<file path="src/rtl/pipeline_pkg.sv">
// rtl/pipeline_pkg.sv - shared encodings and state type for the memory-access stage
//
// Contents:
//   RS_ALU / RS_MEM / RS_PC4  write-back source encodings (2'b11 behaves as ALU)
//   memstate_t                access FSM states IDLE, REQ, WAIT
//   needs_mem()               true when an EX/MEM slot must touch data memory
package pipeline_pkg;

  localparam logic [1:0] RS_ALU = 2'b00;
  localparam logic [1:0] RS_MEM = 2'b01;
  localparam logic [1:0] RS_PC4 = 2'b10;

  typedef enum logic [1:0] {
    IDLE = 2'd0,
    REQ  = 2'd1,
    WAIT = 2'd2
  } memstate_t;

  function automatic logic needs_mem(input logic       valid,
                                     input logic       mem_write,
                                     input logic [1:0] result_src);
    return valid && (mem_write || (result_src == RS_MEM));
  endfunction

endpackage

</file>
<file path="src/rtl/mem_access_stage_if.sv">
// rtl/mem_access_stage_if.sv - data-memory request/response bus
//
// Signals:
//   memReqValid/memReqReady  request handshake (stage -> memory)
//   memReqWrite              1 = store, 0 = load
//   memAddr/memWData         request address and store data
//   memRspValid/memRData     load response (memory -> stage), no back-pressure
// Modports: master = memory-access stage, slave = data memory.
interface mem_access_stage_if;

  logic        memReqValid;
  logic        memReqReady;
  logic        memReqWrite;
  logic [31:0] memAddr;
  logic [31:0] memWData;
  logic        memRspValid;
  logic [31:0] memRData;

  modport master (
    output memReqValid, memReqWrite, memAddr, memWData,
    input  memReqReady, memRspValid, memRData
  );

  modport slave (
    input  memReqValid, memReqWrite, memAddr, memWData,
    output memReqReady, memRspValid, memRData
  );

endinterface

</file>
<file path="src/rtl/mem_timeout_counter.sv">
// rtl/mem_timeout_counter.sv - cycle counter flagging a load response that never arrives
//
// Ports:
//   clk, reset  clock and asynchronous active-low reset
//   clear       synchronous clear, wins over enable
//   enable      count this cycle
//   expired     high during the LIMIT-th enabled cycle since the last clear
module mem_timeout_counter #(
  parameter int LIMIT = 255,
  parameter int WIDTH = 8
) (
  input  logic clk,
  input  logic reset,
  input  logic clear,
  input  logic enable,
  output logic expired
);

  logic [WIDTH-1:0] count_q;
  logic [WIDTH-1:0] count_d;

  // The count is the number of enabled cycles already elapsed, so the
  // LIMIT-th cycle sees LIMIT-1 and the owner can complete on that edge.
  assign expired = enable && (count_q == WIDTH'(LIMIT - 1));

  always_comb begin
    count_d = count_q;
    if (clear) begin
      count_d = '0;
    end else if (enable) begin
      count_d = count_q + 1'b1;
    end
  end

  always_ff @(posedge clk or negedge reset) begin
    if (!reset) begin
      count_q <= '0;
    end else begin
      count_q <= count_d;
    end
  end

endmodule

</file>
<file path="src/rtl/mem_access_stage.sv">
// rtl/mem_access_stage.sv - MEM pipeline stage: issues loads/stores, stalls EX/MEM, registers MEM/WB
//
// Optional feature macro: MEM_TIMEOUT_EN (WAIT-state watchdog and sticky errorOUT).
// Ports:
//   clk, reset                  clock, asynchronous active-low reset
//   validIN .. ResultSrcIN      EX/MEM register outputs
//   stallOUT                    hold request to EX/MEM (its we = ~stallOUT)
//   mem                         data-memory bus (master side)
//   resultOUT, rdAddrOUT,
//   RegWriteOUT, validOUT       registered MEM/WB result, validOUT pulses once per retirement
//   errorOUT                    sticky timeout flag (0 unless MEM_TIMEOUT_EN)
module mem_access_stage
  import pipeline_pkg::*;
#(
  parameter int TIMEOUT_CYCLES = 255
) (
  input  logic                clk,
  input  logic                reset,
  input  logic                validIN,
  input  logic [31:0]         aluResultIN,
  input  logic [31:0]         writeDataIN,
  input  logic [4:0]          rdAddrIN,
  input  logic [31:0]         pcPlus4IN,
  input  logic                RegWriteIN,
  input  logic                MemWriteIN,
  input  logic [1:0]          ResultSrcIN,
  output logic                stallOUT,
  mem_access_stage_if.master  mem,
  output logic [31:0]         resultOUT,
  output logic [4:0]          rdAddrOUT,
  output logic                RegWriteOUT,
  output logic                validOUT,
  output logic                errorOUT
);

  memstate_t   state_q, state_d;

  // Fields of the in-flight memory instruction.
  logic [31:0] addr_q, addr_d;
  logic [31:0] wdata_q, wdata_d;
  logic [4:0]  lat_rd_q, lat_rd_d;
  logic        lat_rw_q, lat_rw_d;
  logic        lat_mw_q, lat_mw_d;
  logic [1:0]  lat_rs_q, lat_rs_d;

  // MEM/WB register.
  logic [31:0] result_q, result_d;
  logic [4:0]  rd_out_q, rd_out_d;
  logic        regwrite_q, regwrite_d;
  logic        valid_q, valid_d;

  logic        stall_raw;
  logic        req_valid;
  logic        timeout_hit;

  always_comb begin
    state_d    = state_q;
    addr_d     = addr_q;
    wdata_d    = wdata_q;
    lat_rd_d   = lat_rd_q;
    lat_rw_d   = lat_rw_q;
    lat_mw_d   = lat_mw_q;
    lat_rs_d   = lat_rs_q;
    result_d   = result_q;
    rd_out_d   = rd_out_q;
    regwrite_d = 1'b0;
    valid_d    = 1'b0;
    stall_raw  = 1'b0;
    req_valid  = 1'b0;

    unique case (state_q)
      IDLE: begin
        if (needs_mem(validIN, MemWriteIN, ResultSrcIN)) begin
          stall_raw = 1'b1;
          addr_d    = aluResultIN;
          wdata_d   = writeDataIN;
          lat_rd_d  = rdAddrIN;
          lat_rw_d  = RegWriteIN;
          lat_mw_d  = MemWriteIN;
          lat_rs_d  = ResultSrcIN;
          state_d   = REQ;
        end else if (validIN) begin
          result_d   = (ResultSrcIN == RS_PC4) ? pcPlus4IN : aluResultIN;
          rd_out_d   = rdAddrIN;
          regwrite_d = RegWriteIN;
          valid_d    = 1'b1;
        end
      end

      REQ: begin
        req_valid = 1'b1;
        if (mem.memReqReady && lat_mw_q) begin
          // Store retires on acceptance; stall drops so EX/MEM advances now.
          result_d   = addr_q;
          rd_out_d   = lat_rd_q;
          regwrite_d = lat_rw_q;
          valid_d    = 1'b1;
          state_d    = IDLE;
        end else begin
          stall_raw = 1'b1;
          if (mem.memReqReady) begin
            state_d = WAIT;
          end
        end
      end

      WAIT: begin
        if (mem.memRspValid) begin
          result_d   = (lat_rs_q == RS_MEM) ? mem.memRData : addr_q;
          rd_out_d   = lat_rd_q;
          regwrite_d = lat_rw_q;
          valid_d    = 1'b1;
          state_d    = IDLE;
        end else if (timeout_hit) begin
          // Abandoned load retires as a harmless no-write.
          result_d   = '0;
          rd_out_d   = lat_rd_q;
          regwrite_d = 1'b0;
          valid_d    = 1'b1;
          state_d    = IDLE;
        end else begin
          stall_raw = 1'b1;
        end
      end

      default: begin
        state_d = IDLE;
      end
    endcase
  end

  always_ff @(posedge clk or negedge reset) begin
    if (!reset) begin
      state_q    <= IDLE;
      addr_q     <= '0;
      wdata_q    <= '0;
      lat_rd_q   <= '0;
      lat_rw_q   <= 1'b0;
      lat_mw_q   <= 1'b0;
      lat_rs_q   <= RS_ALU;
      result_q   <= '0;
      rd_out_q   <= '0;
      regwrite_q <= 1'b0;
      valid_q    <= 1'b0;
    end else begin
      state_q    <= state_d;
      addr_q     <= addr_d;
      wdata_q    <= wdata_d;
      lat_rd_q   <= lat_rd_d;
      lat_rw_q   <= lat_rw_d;
      lat_mw_q   <= lat_mw_d;
      lat_rs_q   <= lat_rs_d;
      result_q   <= result_d;
      rd_out_q   <= rd_out_d;
      regwrite_q <= regwrite_d;
      valid_q    <= valid_d;
    end
  end

`ifdef MEM_TIMEOUT_EN
  localparam int TW_RAW = $clog2(TIMEOUT_CYCLES + 1);
  localparam int TW     = (TW_RAW < 8) ? 8 : TW_RAW;

  logic error_q, error_d;

  // Clearing whenever the FSM is outside WAIT restarts the count on each entry.
  mem_timeout_counter #(
    .LIMIT (TIMEOUT_CYCLES),
    .WIDTH (TW)
  ) u_timeout (
    .clk     (clk),
    .reset   (reset),
    .clear   (state_q != WAIT),
    .enable  (state_q == WAIT),
    .expired (timeout_hit)
  );

  always_comb begin
    error_d = error_q;
    if ((state_q == WAIT) && !mem.memRspValid && timeout_hit) begin
      error_d = 1'b1;
    end
  end

  always_ff @(posedge clk or negedge reset) begin
    if (!reset) begin
      error_q <= 1'b0;
    end else begin
      error_q <= error_d;
    end
  end

  assign errorOUT = error_q;
`else
  logic [31:0] unused_timeout_cycles;

  assign unused_timeout_cycles = 32'(TIMEOUT_CYCLES);
  assign timeout_hit           = 1'b0;
  assign errorOUT              = 1'b0;
`endif

  // Reset forces the stall low even though IDLE may be decoding a memory op.
  assign stallOUT        = stall_raw & reset;
  assign mem.memReqValid = req_valid;
  assign mem.memReqWrite = lat_mw_q;
  assign mem.memAddr     = addr_q;
  assign mem.memWData    = wdata_q;

  assign resultOUT   = result_q;
  assign rdAddrOUT   = rd_out_q;
  assign RegWriteOUT = regwrite_q;
  assign validOUT    = valid_q;

endmodule

</file>
<file path="src/flat_wrapper.sv">
// flat-port wrapper written by rule: the top's interface ports become plain ports
module mem_access_stage_flat import pipeline_pkg::*;
#(
  parameter int TIMEOUT_CYCLES = 255
)
  (clk, reset, validIN, aluResultIN, writeDataIN, rdAddrIN, pcPlus4IN, RegWriteIN, MemWriteIN, ResultSrcIN, stallOUT, resultOUT, rdAddrOUT, RegWriteOUT, validOUT, errorOUT, mem_memReqValid, mem_memReqWrite, mem_memAddr, mem_memWData, mem_memReqReady, mem_memRspValid, mem_memRData);
  mem_access_stage_if mem_i ();
  input  logic clk;
  input  logic reset;
  input  logic validIN;
  input  logic [31:0] aluResultIN;
  input  logic [31:0] writeDataIN;
  input  logic [4:0] rdAddrIN;
  input  logic [31:0] pcPlus4IN;
  input  logic RegWriteIN;
  input  logic MemWriteIN;
  input  logic [1:0] ResultSrcIN;
  output logic stallOUT;
  output logic [31:0] resultOUT;
  output logic [4:0] rdAddrOUT;
  output logic RegWriteOUT;
  output logic validOUT;
  output logic errorOUT;
  output wire logic [$bits(mem_i.memReqValid)-1:0] mem_memReqValid;
  output wire logic [$bits(mem_i.memReqWrite)-1:0] mem_memReqWrite;
  output wire logic [$bits(mem_i.memAddr)-1:0] mem_memAddr;
  output wire logic [$bits(mem_i.memWData)-1:0] mem_memWData;
  input wire logic [$bits(mem_i.memReqReady)-1:0] mem_memReqReady;
  input wire logic [$bits(mem_i.memRspValid)-1:0] mem_memRspValid;
  input wire logic [$bits(mem_i.memRData)-1:0] mem_memRData;
  assign mem_memReqValid = mem_i.memReqValid;
  assign mem_memReqWrite = mem_i.memReqWrite;
  assign mem_memAddr = mem_i.memAddr;
  assign mem_memWData = mem_i.memWData;
  assign mem_i.memReqReady = mem_memReqReady;
  assign mem_i.memRspValid = mem_memRspValid;
  assign mem_i.memRData = mem_memRData;
  mem_access_stage #(.TIMEOUT_CYCLES(TIMEOUT_CYCLES)) u_core (.clk(clk), .reset(reset), .validIN(validIN), .aluResultIN(aluResultIN), .writeDataIN(writeDataIN), .rdAddrIN(rdAddrIN), .pcPlus4IN(pcPlus4IN), .RegWriteIN(RegWriteIN), .MemWriteIN(MemWriteIN), .ResultSrcIN(ResultSrcIN), .stallOUT(stallOUT), .mem(mem_i), .resultOUT(resultOUT), .rdAddrOUT(rdAddrOUT), .RegWriteOUT(RegWriteOUT), .validOUT(validOUT), .errorOUT(errorOUT));
endmodule
</file>
<file path="config.mk">
export PLATFORM = sky130hd
export DESIGN_NAME = mem_access_stage_flat
export DESIGN_NICKNAME = d
export VERILOG_FILES = /design/src/rtl/pipeline_pkg.sv /design/src/rtl/mem_access_stage_if.sv /design/src/rtl/mem_timeout_counter.sv /design/src/rtl/mem_access_stage.sv /design/src/flat_wrapper.sv
export SDC_FILE = /design/constraint.sdc
export NUM_CORES = 1
export LEC_CHECK = 0
export CAP_MARGIN = 30
export CELL_PAD_IN_SITES_DETAIL_PLACEMENT = 0
export CELL_PAD_IN_SITES_GLOBAL_PLACEMENT = 1
export CORE_MARGIN = 8
export CORE_UTILIZATION = 30
export DETAILED_ROUTE_END_ITERATION = 7
export PLACE_DENSITY = 0.84
export SLEW_MARGIN = 10
export SYNTH_ARGS = -nofsm -noshare
export SYNTH_HDL_FRONTEND = slang
export SYNTH_HIERARCHICAL = 1
export SYNTH_SLANG_ARGS = --single-unit
</file>
<file path="constraint.sdc">
create_clock -name clk -period 1.66 [get_ports clk]
set_input_delay 0.332 -clock clk [delete_from_list [all_inputs] [get_ports clk]]
set_output_delay 0.332 -clock clk [all_outputs]
set_load 0.1 [all_outputs]
</file>
* Yosys cells after proc, flatten, opt, wreduce, memory -nomap -nowiden *
Index checks and enable logic that the tools add are counted.

word-level totals
  register bits after elaboration = 114
  latch bits = 0
  memory bits (writable) = 0
  ROM bits = 0
  input port bits = 142
  output and inout bits = 107
  word-level logic and storage cells = 63
  memories kept = 0

operators by class
  add/sub/neg operators = 0
  multiply operators = 0
  div/mod/pow operators = 0
  magnitude comparators = 0
  equal/unequal tests = 11
  shifts and indexed selects = 0
  multiplexer cells = 32
  bitwise gates (word level) = 1
  reduce and logical (&&, ||, !) cells = 8

operators by type and width
  operator                                                                number
  32-bit two-way mux                                                      6
  32-bit one-hot mux with 3 select lines                                  1
  5-bit two-way mux                                                       4
  5-bit one-hot mux with 3 select lines                                   1
  1-bit two-way mux                                                       12
  1-bit one-hot mux with 3 select lines                                   3
  2-bit two-way mux                                                       4
  2-bit by 1-bit equality test with 1-bit output (second input constant)  3
  2-bit != test (second input constant)                                   3
  2-bit one-hot mux with 3 select lines                                   1
  5-bit AND reduction                                                     1
  2-bit equality test (second input constant)                             2
  2-bit by 1-bit != test with 1-bit output (second input constant)        2
  3-bit by 2-bit != test with 1-bit output (second input constant)        1
  3-bit AND reduction                                                     1
  3-bit nonzero test                                                      1
  1-bit logical AND                                                       2
  2-bit zero test                                                         1
  2-bit AND reduction                                                     1
  1-bit AND                                                               1
  1-bit logical OR                                                        1

* Longest topological paths before layout *
Gate-level depths: netlist of run 1.

  word-level depth = 6
  depth in mapped cells = 8
  gate-level depth less buffers = 6

* Least setup slack after synthesis of run 1 *
OpenSTA, ideal clock, no wires.

  path type = register to output
  from = reg u_core.state_q[1]
  to = out stallOUT
  data arrival time = 4.033 ns
  data required time = 1.328 ns
  path slack = -2.705 ns
  cell stages (with the launch flop) = 6
  buffers on the path = 1
  path through = dfrtp_1 > inv_1 > ha_1 > clkbuf_1 > nand2_1 > a311oi_1

between the ends
  word-level cells in the longest chain between the ends = 3
  elaborated cells between the ends (all ways) = 5
  those cells by class = eq/ne (2); mux (1); bitwise (1); reduce/logical (1)

ends and longest elaborated chain
  item                                               line                     text
  start: declaration                                 mem_access_stage.sv:36   memstate_t state_q, state_d;
  start signal: assignment                           mem_access_stage.sv:146  state_q <= state_d;
  2-bit equality test, or another cell as far along  mem_access_stage.sv:71   unique case (state_q)
  1-bit one-hot mux with 3 select lines (*)          mem_access_stage.sv:71
  1-bit AND (*)                                      mem_access_stage.sv:203  assign stallOUT = stall_raw & reset;
  end: declaration                                   flat_wrapper.sv:18       output logic stallOUT;

Mark *: on every way between the ends. The rest lies on a longest branch, timed or not.

* Worst setup path in the final report of run 1 *
Ends and elaborated chain as after synthesis.

==> summary.txt, run 1 <==
Layout
  • Layout Nets: between 900 and 1000
  • Layout fillers: 1442
  • Share of cells above drive strength 1: between 50% and 60%
  • Area growth from synthesis to layout: 105%
  • Final Cell Area: 12700 µm²

Global route
  • Met2 usage: between 30% and 40%
  • Vias in the first global route: 6478
  • Met1 Use GR: 24.7%
  • GRT Total Usage: between 20% and 30%
  • Top Usage Layer GRT: met2
  • Antenna violations before repair: 2
  • Largest net degree at the start of global routing: ~120
  • Met3 Use GR: 8.59%
  • Gr ovfl total: 0
  • First-pass GRT wire length: roughly 42 mm

Logic synthesis
  • Post-synth EDFFs: 0
  • Synth warn: 6
  • Post-synth top area cell: dfrtp_1
  • Ys async rst share: 100%
  • Cells after Synth: 505
  • Top cells by count, synth: dfrtp_1, mux2_4, nand3_1
  • Synth top area cells: dfrtp_1, mux2_4, nand3_1, mux2_2, a41oi_1
  • #FFs+latches synth: 114
  • Post-Syn Area per Cell: between 10 and 15 µm²
  • Netlist cell types: 31
  • Post-synth top area share: a little under half
  • Mapped Nets: between 600 and 700
  • Cell area after synthesis: slightly above 6000 µm²
  • Sequential element share of the synthesized area: a little under half
  • Most used DFF post-synth: dfrtp_1
  • Count leader, synth: dfrtp_1

Worst setup path
  • Reg-to-Reg Start: u_core/state_q[0]
  • Worst-path fanout max: 2
  • Startpoint type of the worst setup path: flip-flop
  • CP Data Required Time: 1.33 ns
  • Worst R2R End: u_core/resultOUT[16]
  • WS Path Type: flip-flop to output port
  • Worst Setup SP: u_core/state_q[1]
  • Worst setup EP type: output port
  • R2R Setup Slk: -0.35 ns
  • Critical path data arrival time: approximately 1.9 ns
  • R2r worst-path depth: 11

Route
  • 1st-pass router iterations: 4
  • Detail Route Antenna Nets: 0
  • Drt wl/cell: 25.1 µm
  • Drc violations: 0
  • Via density: 5.19
  • Iter 0 DRT Violations: 288
  • Via count: 5665
  • Final wirelength: approximately 27 mm

Clock network
  • Total CTS buffers: 17
  • H-tree Lvls: 4
  • CTS tree: yes
  • Clk buf depth: 2
  • Root buffer cell: clkbuf_16
  • Clock sinks: 114
  • Worst-path clk slew: about 0.060 ns
  • Clk Latency, worst-skew pair: 0.42 ns

Placement
  • Post-DP HPWL: 16.1 mm
  • Port Buffers: roughly 250
  • Placed instance area: 10300 µm²
  • GPL Wtd Cong: 0.777

STA
  • Fmax achieved: 0.448 GHz
  • RSZ-0062 raised after global routing: true
  • Clock period minus worst slack: 2.23 ns
  • Clk_skew: 0.00904 ns
  • Final Hold Violating Endpoints: 0
  • Tcrit/Tclk final: 134%
  • Final Max Slew Viols: 0
  • Final Setup Violations: 114
  • Worst-Margin Slew: 0.963 ns
  • Rel. slew slack: 35.7%
  • Post-route worst setup slack: -0.571 ns
  • Setup TNS: -21.97 ns

Floorplanning
  • Num ports: approximately 250
  • Num rows: 52
  • Die extent in y: roughly 160 µm
  • Die width: 160 µm
  • Initial core utilization: 30.6%
  • Total core area: just over 20000 µm²
  • Die ar.: about 25000 µm²

Run
  • MaxCap Viol Count: 0

Status
  • Failing checks: negative setup slack
  • Status: finished, violations left

Worst hold path
  • Worst min path class: primary input to asynchronous set/reset pin
## logic make-up (layout without fill, tap and decap cells)
group           Yosys count  in the layout  share of synthesized area, %
mux                     116            116                          25.9
compound gates           74             74                          9.40
buf+inv                  52            366                          4.65
other cells               1              2                        0.0606
simple gates            144            145                          13.1
fa+ha+maj                 4              4                         0.808
flops                   114            114                          46.1
## per-layer routing
metal	share of wire (%)	wire, µm	up-vias
li1	-	-	2501
met1	41	11200	2908
met2	49	13500	208
met3	7.6	2090	46
met4	2.3	643	2
met5	0.047	13	-
## how the worst max path moves through the flow
stage | end | slack (ns) | depth (start not counted)
after detailed placement | u_core/lat_rs_q[1] | -0.55 | 6
after floorplan | stallOUT | -0.73 | 6
after global placement | u_core/lat_rs_q[1] | -0.52 | 6
after global routing | stallOUT | -0.66 | 7
final | stallOUT | -0.57 | 7
after CTS | stallOUT | -0.57 | 7
## per-stage QoR
stage | std cells | setup WS, ns | utilization (%) | hold WS (ns)
floorplan | 505 | -0.726 | - | 0.0364
global placement | 1011 | -0.524 | 51.0 | 0.492
detailed placement | 1011 | -0.551 | 51.0 | 0.489
CTS | 1098 | -0.568 | 61.9 | 0.0872
global route | 1091 | -0.664 | 62.7 | 0.0570
finish | 1091 | -0.571 | 62.7 | 0.00197
## critical path, cell delays in order (launching register included)
cell and delay, ns:
dfrtp_1 0.39, inv_2 0.09, buf_6 0.10, ha_4 0.13, nand2_4 0.05, buf_12 0.12, a311oi_4 0.38, buf_12 0.22
## cells in the final DEF (no fill, tap or decap), types with 3 or more instances in the layout
master,n
buf_6,11
clkinv_2,3
nand3_2,37
buf_8,3
buf_16,13
ha_4,3
mux2_4,110
mux2_2,5
nand2_2,6
nand3_1,10
nand3_4,20
nand2_1,28
a211oi_1,31
clkinvlp_4,4
clkbuf_16,17
a41oi_2,32
dfrtp_1,113
buf_12,138
clkdlybuf4s50_1,139
buf_4,23
nor2b_4,3
and3b_1,32
inv_6,4
## cell type report
type	count	area, µm²	area share (%)
inverters	4	15.0	0.118
diodes	1	2.50	0.0197
multi-input cells	340	3980	31.3
clock inverters	15	158	1.24
clock buffers	17	425	3.35
repair buffers	330	4920	38.8
flip-flops and latches	114	2850	22.5
well taps	270	338	2.66
## sequential cells by signal, indices dropped and copies added (netlist names)
| signal | flops |
|---|---|
| u_core/mem.memReqWrite | 1 |
| u_core/RegWriteOUT | 1 |
| u_core/lat_rw_q | 1 |
| u_core/lat_rs_q | 2 |
| u_core/rdAddrOUT | 5 |
| u_core/mem.memAddr | 32 |
| u_core/mem.memWData | 32 |
| u_core/resultOUT | 32 |
| u_core/lat_rd_q | 5 |
| u_core/state_q | 2 |
| u_core/validOUT | 1 |
## timing repair
action	in CTS	in global routing
gates resized for setup	149	79
hold endpoints to repair	0	0
gates cloned	24	0
buffers inserted	31	8
pin swaps	15	25
setup endpoints to repair	102	116
hold buffers	0	0
Power of run 1 is left out: the tool's default activity adds up to more than one toggle a clock period on the data nets, which glitch-free logic cannot reach.
==> run 2: changes to the inputs <==
--- a/config.mk
+++ b/config.mk
@@ -9,11 +9,11 @@
 export CELL_PAD_IN_SITES_DETAIL_PLACEMENT = 0
 export CELL_PAD_IN_SITES_GLOBAL_PLACEMENT = 1
 export CORE_MARGIN = 8
-export CORE_UTILIZATION = 30
+export CORE_UTILIZATION = 29
 export DETAILED_ROUTE_END_ITERATION = 7
 export PLACE_DENSITY = 0.84
+export SKIP_CTS_REPAIR_TIMING = 1
 export SLEW_MARGIN = 10
 export SYNTH_ARGS = -nofsm -noshare
 export SYNTH_HDL_FRONTEND = slang
-export SYNTH_HIERARCHICAL = 1
 export SYNTH_SLANG_ARGS = --single-unit
==> run 2 against run 1 <==
Sequential cell count unchanged; cell count down 2.7%; largest cell class unchanged; clock skew down 0.00089 ns; worst setup slack better by 0.024 ns; the flow still finishes with violations (negative setup slack); register-to-register slack better by 0.06 ns; non-clock buffer count down 29; critical endpoint unchanged; critical path type unchanged.
==> summary.txt, run 2 <==
Status
  • Status: finished, violations left
  • Failing checks: negative setup slack

Layout
  • Layout fillers: about 1600
  • Share of cells above drive strength 1: 37.8%
  • Layout Nets: 923
  • Area growth from synthesis to layout: 86.2%
  • Most frequent cells in the layout: clkdlybuf4s50_1, buf_12, dfrtp_1, mux2_2, nand3_1
  • Finished Layout Cells: 1061
  • Final Util: 54.5%
  • Commonest non-fill, non-tap cell in the layout: clkdlybuf4s50_1

Placement
  • Dpl cells: 1013
  • Port Buffers: 247
  • GPL Wtd Cong: just under 0.8
  • Post-DP HPWL: roughly 16 mm

Logic synthesis
  • Netlist cell types: 30
  • Post-synth EDFFs: 0
  • Ys async rst share: 100%
  • Mapped Nets: 650
  • Cell area after synthesis: 5890 µm²
  • #FFs+latches synth: 114
  • Top cells by count, synth: dfrtp_1, mux2_2, nand3_1
  • Synth top area cells: dfrtp_1, mux2_2, mux2_1, nand3_1, a41oi_1
  • Count leader, synth: dfrtp_1
  • Post-Syn Area per Cell: 11.7 µm²
  • Post-synth top area cell: dfrtp_1
  • Post-synth top area share: between 40 and 50%
  • Cells after Synth: 504
  • Most used DFF post-synth: dfrtp_1
  • Synth warn: 0
  • Sequential element share of the synthesized area: 48.5%

Route
  • Max layer used: met4
  • Detail Route Antenna Nets: 0
  • Detail Route met2 WL: 11.7 mm
  • Via density: 5.01
  • Wire length on met1: ~9 mm
  • Drt wl/cell: 21.7 µm
  • Drc violations: 0
  • Final wirelength: 23.0 mm
  • Detailed route wirelength on metal3: 1.98 mm
  • Iter 0 DRT Violations: 232
  • Via count: about 5300
  • 1st-pass router iterations: 4

Worst setup path
  • CP Data Required Time: 1.33 ns
  • Worst-path fanout max: 4
  • CP delay by family, top: buffers and inverters
  • WS Path Type: flip-flop to output port
  • CP Cell Sequence: inv_2 -> buf_6 -> ha_4 -> a21boi_4 -> nor2_4 -> buf_6 -> a21oi_4 -> buf_12
  • Critical path data arrival time: 1.88 ns
  • CP peak stage delay: between 0.4 and 0.5 ns
  • Most used cell, CP: buf_6
  • Startpoint type of the worst setup path: flip-flop
  • Crit-path slowest cell: dfrtp_1
  • Critical path buffers and inverters: 4
  • Worst setup EP type: output port

Global route
  • GRT Total Usage: ~17%
  • Antenna violations before repair: 1
  • Largest net degree at the start of global routing: 115
  • First-pass GRT wire length: 32.5 mm
  • Gr ovfl total: 0
  • Vias in the first global route: 5547

Floorplanning
  • Total core area: 20100 µm²
  • Die extent in y: 158 µm
  • Die ar.: 25100 µm²
  • Num rows: 52
  • Die width: 158 µm
  • Num ports: 249
  • Initial core utilization: around 30%

STA
  • Clock period minus worst slack: 2.21 ns
  • Worst-Margin Slew: 0.643 ns
  • Worst hold slack: 0.0567 ns
  • Tcrit/Tclk final: 133%
  • Final Setup Violations: slightly above 100
  • Rel. slew slack: 57.1%
  • Final Hold Violating Endpoints: 0
  • Clk_skew: 0.00815 ns
  • Post-route worst setup slack: -0.547 ns
  • Fmax achieved: 0.453 GHz
  • Final Max Slew Viols: 0
  • RSZ-0062 raised after global routing: true

Clock network
  • Clk Latency, worst-skew pair: 0.41 ns
  • Worst-path clk slew: 0.06 ns
  • Root buffer cell: clkbuf_16
  • Clk buf depth: 2
  • Total CTS buffers: 17
  • H-tree Lvls: 4
  • Clock sinks: 114
  • CTS tree: yes

Run
  • MaxCap Viol Count: 0

Worst hold path
  • Worst min path class: primary input to asynchronous set/reset pin
-- run 2: through the flow --
| step | setup TNS [ns] | setup slack, ns | instance area [µm²] |
|---|---|---|---|
| 6_report | -16.57 | -0.547 | 11000 |
| 5_1_grt | -22.68 | -0.623 | 11000 |
| 4_1_cts | -11.58 | -0.607 | 10600 |
| 3_5_place_dp | -51.92 | -0.514 | 10000 |
| 3_3_place_gp | -46.27 | -0.450 | 10000 |
| 2_1_floorplan | -14.25 | -0.451 | 5950 |
-- run 2: path summary, 6_finish.rpt --
check | start | end | slack, ns | cells after the start
min | reset | u_core.lat_rd_q[2] | 0.06 | 2
min in group clk | u_core.lat_rd_q[1] | u_core.lat_rd_q[1] | 0.51 | 1
max reg2reg | u_core.state_q[1] | u_core.rdAddrOUT[3] | -0.29 | 7
max | u_core.state_q[1] | stallOUT | -0.55 | 8
min reg2reg | u_core.lat_rd_q[1] | u_core.lat_rd_q[1] | 0.51 | 1
max in group asynchronous | reset | u_core.mem.memAddr[5] | 1.11 | 2
-- run 2: layout make-up --
cell class,count,area [µm²],area share (%)
diodes,1,2.50,0.0228
clock buffers,20,467,4.26
clock inverters,12,109,0.993
inverters,4,15.0,0.137
multi-input cells,339,2890,26.3
flip-flops and latches,114,2850,26.0
well taps,270,338,3.08
repair buffers,301,4290,39.2
-- run 2: per-layer routing --
metal	global-route usage, %	vias up
li1	-	2444
met4	5.43	0
met2	29.0	188
met3	6.43	22
met5	0	-
met1	19.4	2666
-- run 2: kinds of logic after synthesis --
| family | after synthesis | share of synthesized area [%] |
|---|---|---|
| AO/OA/AOI/OAI | 75 | 10.2 |
| multiplexers | 116 | 22.2 |
| AND/OR/NAND/NOR | 143 | 13.9 |
| adder cells (fa/ha/maj) | 4 | 0.850 |
| flip-flops | 114 | 48.5 |
| other | 1 | 0.0637 |
| buffers and inverters | 51 | 4.34 |
Power of run 2 is left out for the same reason.
